### src/rtl/cal_parser.sv
// cal_parser: ASCII expression parser and arithmetic unit for the UART
// calculator. Consumes received bytes, accumulates operand A, an operator
// and operand B, and evaluates on '='. The result is presented with a
// valid/ack handshake.
//
// Build option: define CAL_MUL_EN to accept '*' and build the multiplier.
// Without it, '*' is an invalid byte and no multiplier exists.
module cal_parser #(
  parameter int OPW    = 16,
  parameter int MAXDIG = 5
) (
  input  logic           clk,
  input  logic           n_rst,
  input  logic [7:0]     rx_data,
  input  logic           rx_valid,
  input  logic           res_ack,
  output logic [OPW-1:0] res,
  output logic           res_valid,
  output logic           res_err
);

  // Digit counter saturates at MAXDIG+1, which is enough to flag overflow.
  localparam int CW = $clog2(MAXDIG + 2);

  typedef enum logic [1:0] {IDLE, OPA, OPB, DONE} state_t;
  typedef enum logic [2:0] {C_DIG, C_OP, C_EQ, C_CLR, C_WS, C_BAD} cls_t;
  typedef enum logic [1:0] {OP_ADD, OP_SUB, OP_MUL} op_t;

  state_t         state;
  op_t            op;
  logic [OPW-1:0] acc_a;
  logic [OPW-1:0] acc_b;
  logic [CW-1:0]  cnt;
  logic           err;
  logic           rx_valid_d;

  // One strobe per rx_valid high period, however long it lasts.
  logic stb;
  assign stb = rx_valid & ~rx_valid_d;

  cls_t cls;
  op_t  opc;

  // Classify the received byte.
  always_comb begin
    cls = C_BAD;
    opc = OP_ADD;
    if (rx_data >= 8'h30 && rx_data <= 8'h39) begin
      cls = C_DIG;
    end else begin
      case (rx_data)
        8'h2B: begin cls = C_OP; opc = OP_ADD; end
        8'h2D: begin cls = C_OP; opc = OP_SUB; end
`ifdef CAL_MUL_EN
        8'h2A: begin cls = C_OP; opc = OP_MUL; end
`endif
        8'h3D:               cls = C_EQ;
        8'h43, 8'h63:        cls = C_CLR;
        8'h20, 8'h0A, 8'h0D: cls = C_WS;
        default:             cls = C_BAD;
      endcase
    end
  end

  logic [OPW-1:0] acc_src;
  logic [OPW-1:0] acc_nxt;
  logic [CW-1:0]  cnt_nxt;
  logic           dig_over;
  logic [3:0]     dval;

  // Next accumulator/digit-count values for a digit byte. The low nibble of
  // an ASCII digit is its value. In IDLE the accumulation starts from zero.
  always_comb begin
    dval     = rx_data[3:0];
    acc_src  = (state == OPB) ? acc_b : ((state == OPA) ? acc_a : '0);
    acc_nxt  = acc_src * OPW'(10) + {{(OPW-4){1'b0}}, dval};
    if (state == IDLE)
      cnt_nxt = CW'(1);
    else if (cnt == CW'(MAXDIG + 1))
      cnt_nxt = cnt;
    else
      cnt_nxt = cnt + CW'(1);
    dig_over = (cnt_nxt > CW'(MAXDIG));
  end

  logic [OPW-1:0] eval;

  // Evaluate A op B, unsigned, truncated to OPW bits.
  always_comb begin
    case (op)
      OP_ADD:  eval = acc_a + acc_b;
      OP_SUB:  eval = acc_a - acc_b;
`ifdef CAL_MUL_EN
      OP_MUL:  eval = acc_a * acc_b;
`endif
      default: eval = '0;
    endcase
  end

  // Parser FSM with registered result outputs.
  always_ff @(posedge clk) begin
    if (!n_rst) begin
      state      <= IDLE;
      op         <= OP_ADD;
      acc_a      <= '0;
      acc_b      <= '0;
      cnt        <= '0;
      err        <= 1'b0;
      rx_valid_d <= 1'b0;
      res        <= '0;
      res_valid  <= 1'b0;
      res_err    <= 1'b0;
    end else begin
      rx_valid_d <= rx_valid;
      case (state)
        // Strobes are dropped here; only the ack matters.
        DONE: begin
          if (res_ack) begin
            state     <= IDLE;
            res_valid <= 1'b0;
            op        <= OP_ADD;
            acc_a     <= '0;
            acc_b     <= '0;
            cnt       <= '0;
            err       <= 1'b0;
          end
        end
        default: begin
          if (stb) begin
            case (cls)
              C_DIG: begin
                if (state == IDLE) state <= OPA;
                if (state == OPB) acc_b <= acc_nxt;
                else              acc_a <= acc_nxt;
                cnt <= cnt_nxt;
                if (dig_over) err <= 1'b1;
              end
              C_OP: begin
                if (state == OPA && cnt != '0) begin
                  op    <= opc;
                  cnt   <= '0;
                  state <= OPB;
                end else begin
                  err <= 1'b1;
                end
              end
              C_EQ: begin
                state     <= DONE;
                res_valid <= 1'b1;
                if (state == OPB && cnt != '0 && !err) begin
                  res     <= eval;
                  res_err <= 1'b0;
                end else begin
                  res     <= '0;
                  res_err <= 1'b1;
                end
              end
              C_CLR: begin
                state <= IDLE;
                op    <= OP_ADD;
                acc_a <= '0;
                acc_b <= '0;
                cnt   <= '0;
                err   <= 1'b0;
              end
              C_WS: ;
              default: err <= 1'b1;
            endcase
          end
        end
      endcase
    end
  end

endmodule

### config.mk
export PLATFORM = sky130hd
export DESIGN_NAME = cal_parser
export DESIGN_NICKNAME = d
export VERILOG_FILES = /design/src/rtl/cal_parser.sv
export SDC_FILE = /design/constraint.sdc
export NUM_CORES = 1
export LEC_CHECK = 0
export ABC_CLOCK_PERIOD_IN_PS = 5900
export BUFFER_PORTS_ARGS = -buffer_cell sky130_fd_sc_hd__buf_4
export CAP_MARGIN = 40
export CELL_PAD_IN_SITES_DETAIL_PLACEMENT = 0
export CELL_PAD_IN_SITES_GLOBAL_PLACEMENT = 1
export CORE_ASPECT_RATIO = 1.4
export CORE_MARGIN = 2
export CORE_UTILIZATION = 40
export CTS_CLUSTER_SIZE = 10
export DETAILED_ROUTE_END_ITERATION = 10
export HOLD_SLACK_MARGIN = 0.05
export PLACE_DENSITY_LB_ADDON = 0.1
export SLEW_MARGIN = 20
export SYNTH_ARGS = -nofsm -noshare
export SYNTH_HDL_FRONTEND = slang
export SYNTH_SLANG_ARGS = --single-unit
### constraint.sdc
create_clock -name clk -period 5.9 [get_ports clk]
set_clock_uncertainty 0.1 [all_clocks]
set_input_delay 1.77 -clock clk [delete_from_list [all_inputs] [get_ports clk]]
set_output_delay 1.77 -clock clk [all_outputs]
set_load 0.01 [all_outputs]
==> results_dict.tcl <==
set metrics [dict create \
    outcome "completed" \
    path_cells "inv_1, ha_1, nand2_1, o21ai_0, ha_1, ha_1, a211o_1, a2111o_1, a2111oi_2, nor2_1, xnor2_2, or4_4, xnor2_2, o21ai_1" \
    antenna_found_initial 0 \
    powerDensity_nw_per_um2 203 \
    viasPerCell 5.41 \
    yosysMostFrequentCell "nor2_1" \
    grt_pass1_vias 4074 \
    fp.coreArea_sq_um 11300 \
    swShare 0.226 \
    cts_hold_buffers 0 \
    hold_path_class "reg2reg" \
    timing.final.crit_share 0.782 \
    synthXorXnorAreaFrac 0.0801 \
    drtIter0Drc 168 \
    synth_compound_area_frac 0.210 \
    syn_inst 609 \
    drc 0 \
    report.final.slew_viol_count 0 \
    worstHoldPathCells 2 \
    worst_hold_slack_ns 0.340 \
    fp.dieArea_sq_um 12600 \
    drt_wl_total_um 11900 \
    period_needed_ns 4.61 \
    nNetsFinal 699 \
    dieHeight_um 132 \
    cap_viol_max_count 0 \
    place_ws_ns 1.26 \
    ys_ff_latch 58 \
    vdd_drop_max_v 0.000120 \
    yosys.area_share.simple 0.232 \
    ys_seq_area_frac 0.249 \
    drive_gt1_frac 0.100 \
    synth_cell_types 58 \
    finalSetupTns_ns 0 \
    arrival_ns 4.73 \
    synthAdderAreaFrac 0.147 \
    endpoint_kind "flop" \
    relSlewSlack 0.560 \
    start_kind "flop" \
    hold_violations 0 \
    h-tree-depth 3 \
    portBuffers 29 \
    setup_viol 0 \
    fin_area_sq_um 5390 \
    reg2reg_from "state[1]" \
    synth_area_leader_cell "dfxtp_1" \
    yosys_warnings 0 \
    top_level_ports 30 \
    syn2layout_area_growth_pct 15.3 \
    synth-edff-count 0 \
    synth_mux_area_frac 0.0391 \
    p_leak_nw 2.22 \
    clkPwrFrac 0.573 \
    max_clock_freq_mhz 217 \
    rows 46 \
    place_congestion 0.855 \
    switchingPower_w 0.000247 \
    grt_setup_unrepaired "no" \
    clk_pin_slew_worst_paths_ns 0.06 \
    wl_per_cell_um 15.2 \
    yosys.area.top_type_share 0.249 \
    grt_max_degree 35 \
    p_seq_frac 0.371 \
    crit_path_max_incr_delay_ns 0.55 \
    cts_buffers 9 \
    netlist_area_sq_um 4670 \
    setup.worst_path.class "reg2reg" \
    grt_pass1_wl_um 20000 \
    routed-via-count 4234 \
    postPlaceCellArea_sq_um 5030 \
    ys.flop_type "dfxtp_1" \
    synth_common_cells "77 x nor2_1, 67 x nand2_1, 58 x dfxtp_1" \
    min_from "res[11]" \
    synth.net_count 674 \
    cts-root-buf "clkbuf_16" \
    worst_path_most_repeated_cell "ha_1" \
    yosys-top-cells-area "dfxtp_1 25%, ha_1 13%, nor2_1 6.2%, xnor2_1 5.4%, nand2_1 5.4%" \
    antenna_cells 0 \
    post_cts_resized 0 \
    timing.final.ws_setup_ns 1.29 \
    intPower_w 0.000845 \
    dieWidth_um 95.3 \
    reg2reg_to "acc_b[15]" \
    cp.required_ns 6.02 \
    r2r_cells 14 \
    ant_nets 0 \
    clock-sinks 58 \
    clk_path_buf_depth 2 \
    dr.pass1.iters 5 \
    postCtsSetupBuffers 0 \
    final_util 0.475 \
    min_to "res[11]" \
    synthArstFlopShare 0 \
    grt_use_total 0.199 \
    tritoncts "yes" \
    crit_fanout 17 \
    grt-ovfl-total 0 \
    start_util 0.412 \
    clk_latency_ns 0.33 \
    dp_hpwl_um 9430 \
    tightest_slew_ns 0.660 \
    comb_power_share 0.056 \
    syn_area_per_cell_sq_um 7.67 \
    crit_slowest_cell "ha_1" \
    synth_top_family_by_area "simple AND/OR/NAND/NOR gates" \
    rrSetupSlack_ns 1.29 \
]
[kinds of logic after synthesis]
kind of cell	Yosys count
simple gates	230
compound gates	157
flops	58
fa+ha+maj	53
buf+inv	52
xor+xnor	41
mux	18
[stage by stage]
stage | power (W) | cells
after floorplan | 0.000452 | 609
after global placement | 0.000473 | 766
after detailed placement | 0.000474 | 767
after CTS | 0.00110 | 783
after global routing | 0.00112 | 783
final | 0.00109 | 783
[sequential cells by signal (all words and copies together), names as in the netlist]
register / count
acc_a: 16
acc_b: 16
cnt: 3
err: 1
op: 1
res: 16
res_err: 1
res_valid: 1
rx_valid_d: 1
state: 2
[power groups by stage]
stage / clock, W / sequential, W / combinational [W]
after floorplan: 0 / 0.000404 / 0.0000474
after global placement: 0 / 0.000413 / 0.0000604
after detailed placement: 0 / 0.000413 / 0.0000609
after CTS: 0.000632 / 0.000405 / 0.0000616
after global routing: 0.000649 / 0.000405 / 0.0000685
final: 0.000625 / 0.000405 / 0.0000616
[layout make-up]
class / count / area (sq um)
Timing Repair Buffer: 35 / 265
Inverter: 31 / 116
Clock inverter: 6 / 114
Fill cell: 1140 / 5950
Tap cell: 144 / 180
Sequential cell: 58 / 1160
Multi-Input combinational cell: 499 / 3310
Clock buffer: 10 / 239
[worst max-delay path, delay by kind of cell (launching register included)]
kind / cells / cell delay (ns)
buffers and inverters: 1 / 0.09
and+or+nand+nor: 3 / 0.79
adders and majority gates: 3 / 1.22
xor gates and xnor gates: 2 / 0.32
AOI/OAI and AO/OA: 5 / 1.62
DFF: 1 / 0.35
[layout by cell type (no fill, tap or decap), types with 3 or more instances in the layout]
| cell type | netlist | routed |
|---|---|---|
| nand2_1 | 67 | 67 |
| or3_1 | 5 | 5 |
| xor2_1 | 10 | 10 |
| o21ai_0 | 47 | 47 |
| dfxtp_1 | 58 | 58 |
| nand3_1 | 10 | 10 |
| nor3b_1 | 5 | 5 |
| nand2b_1 | 3 | 3 |
| a21o_1 | 9 | 9 |
| o31ai_1 | 3 | 3 |
| nand3b_1 | 4 | 4 |
| o21a_1 | 6 | 6 |
| clkbuf_16 | 0 | 9 |
| a22o_1 | 6 | 6 |
| and4_1 | 5 | 5 |
| fa_1 | 3 | 3 |
| ha_1 | 50 | 50 |
| inv_1 | 31 | 31 |
| a211oi_1 | 8 | 8 |
| xnor2_1 | 29 | 29 |
| and2_1 | 3 | 3 |
| a21oi_1 | 45 | 45 |
| nor2_1 | 77 | 77 |
| buf_4 | 0 | 34 |
| nand4_1 | 6 | 6 |
| bufinv_16 | 0 | 3 |
| nor2b_1 | 9 | 9 |
| a31oi_1 | 5 | 5 |
| a32o_1 | 3 | 3 |
| or2_2 | 3 | 3 |
| nor3_1 | 21 | 21 |
| o21ai_1 | 4 | 4 |
| mux2i_1 | 16 | 16 |
| nor4_1 | 5 | 5 |
[per-layer routing]
layer,part of all wire,track usage,wire (um)
met1,0.46,0.256,5530
met2,0.50,0.344,5990
met3,0.023,0.0297,273
met4,0.0097,0.0507,116
met5,0,0,0
[how the worst max path moves through the flow]
stage,startpoint,endpoint,depth (start not counted)
floorplan,state[0],acc_b[15],16
global placement,state[1],acc_b[15],14
detailed placement,state[1],acc_b[15],14
CTS,state[1],acc_b[15],14
global route,state[1],acc_b[15],14
finish,state[1],acc_b[15],14
Note: power is estimated with default switching activity, not from simulation.
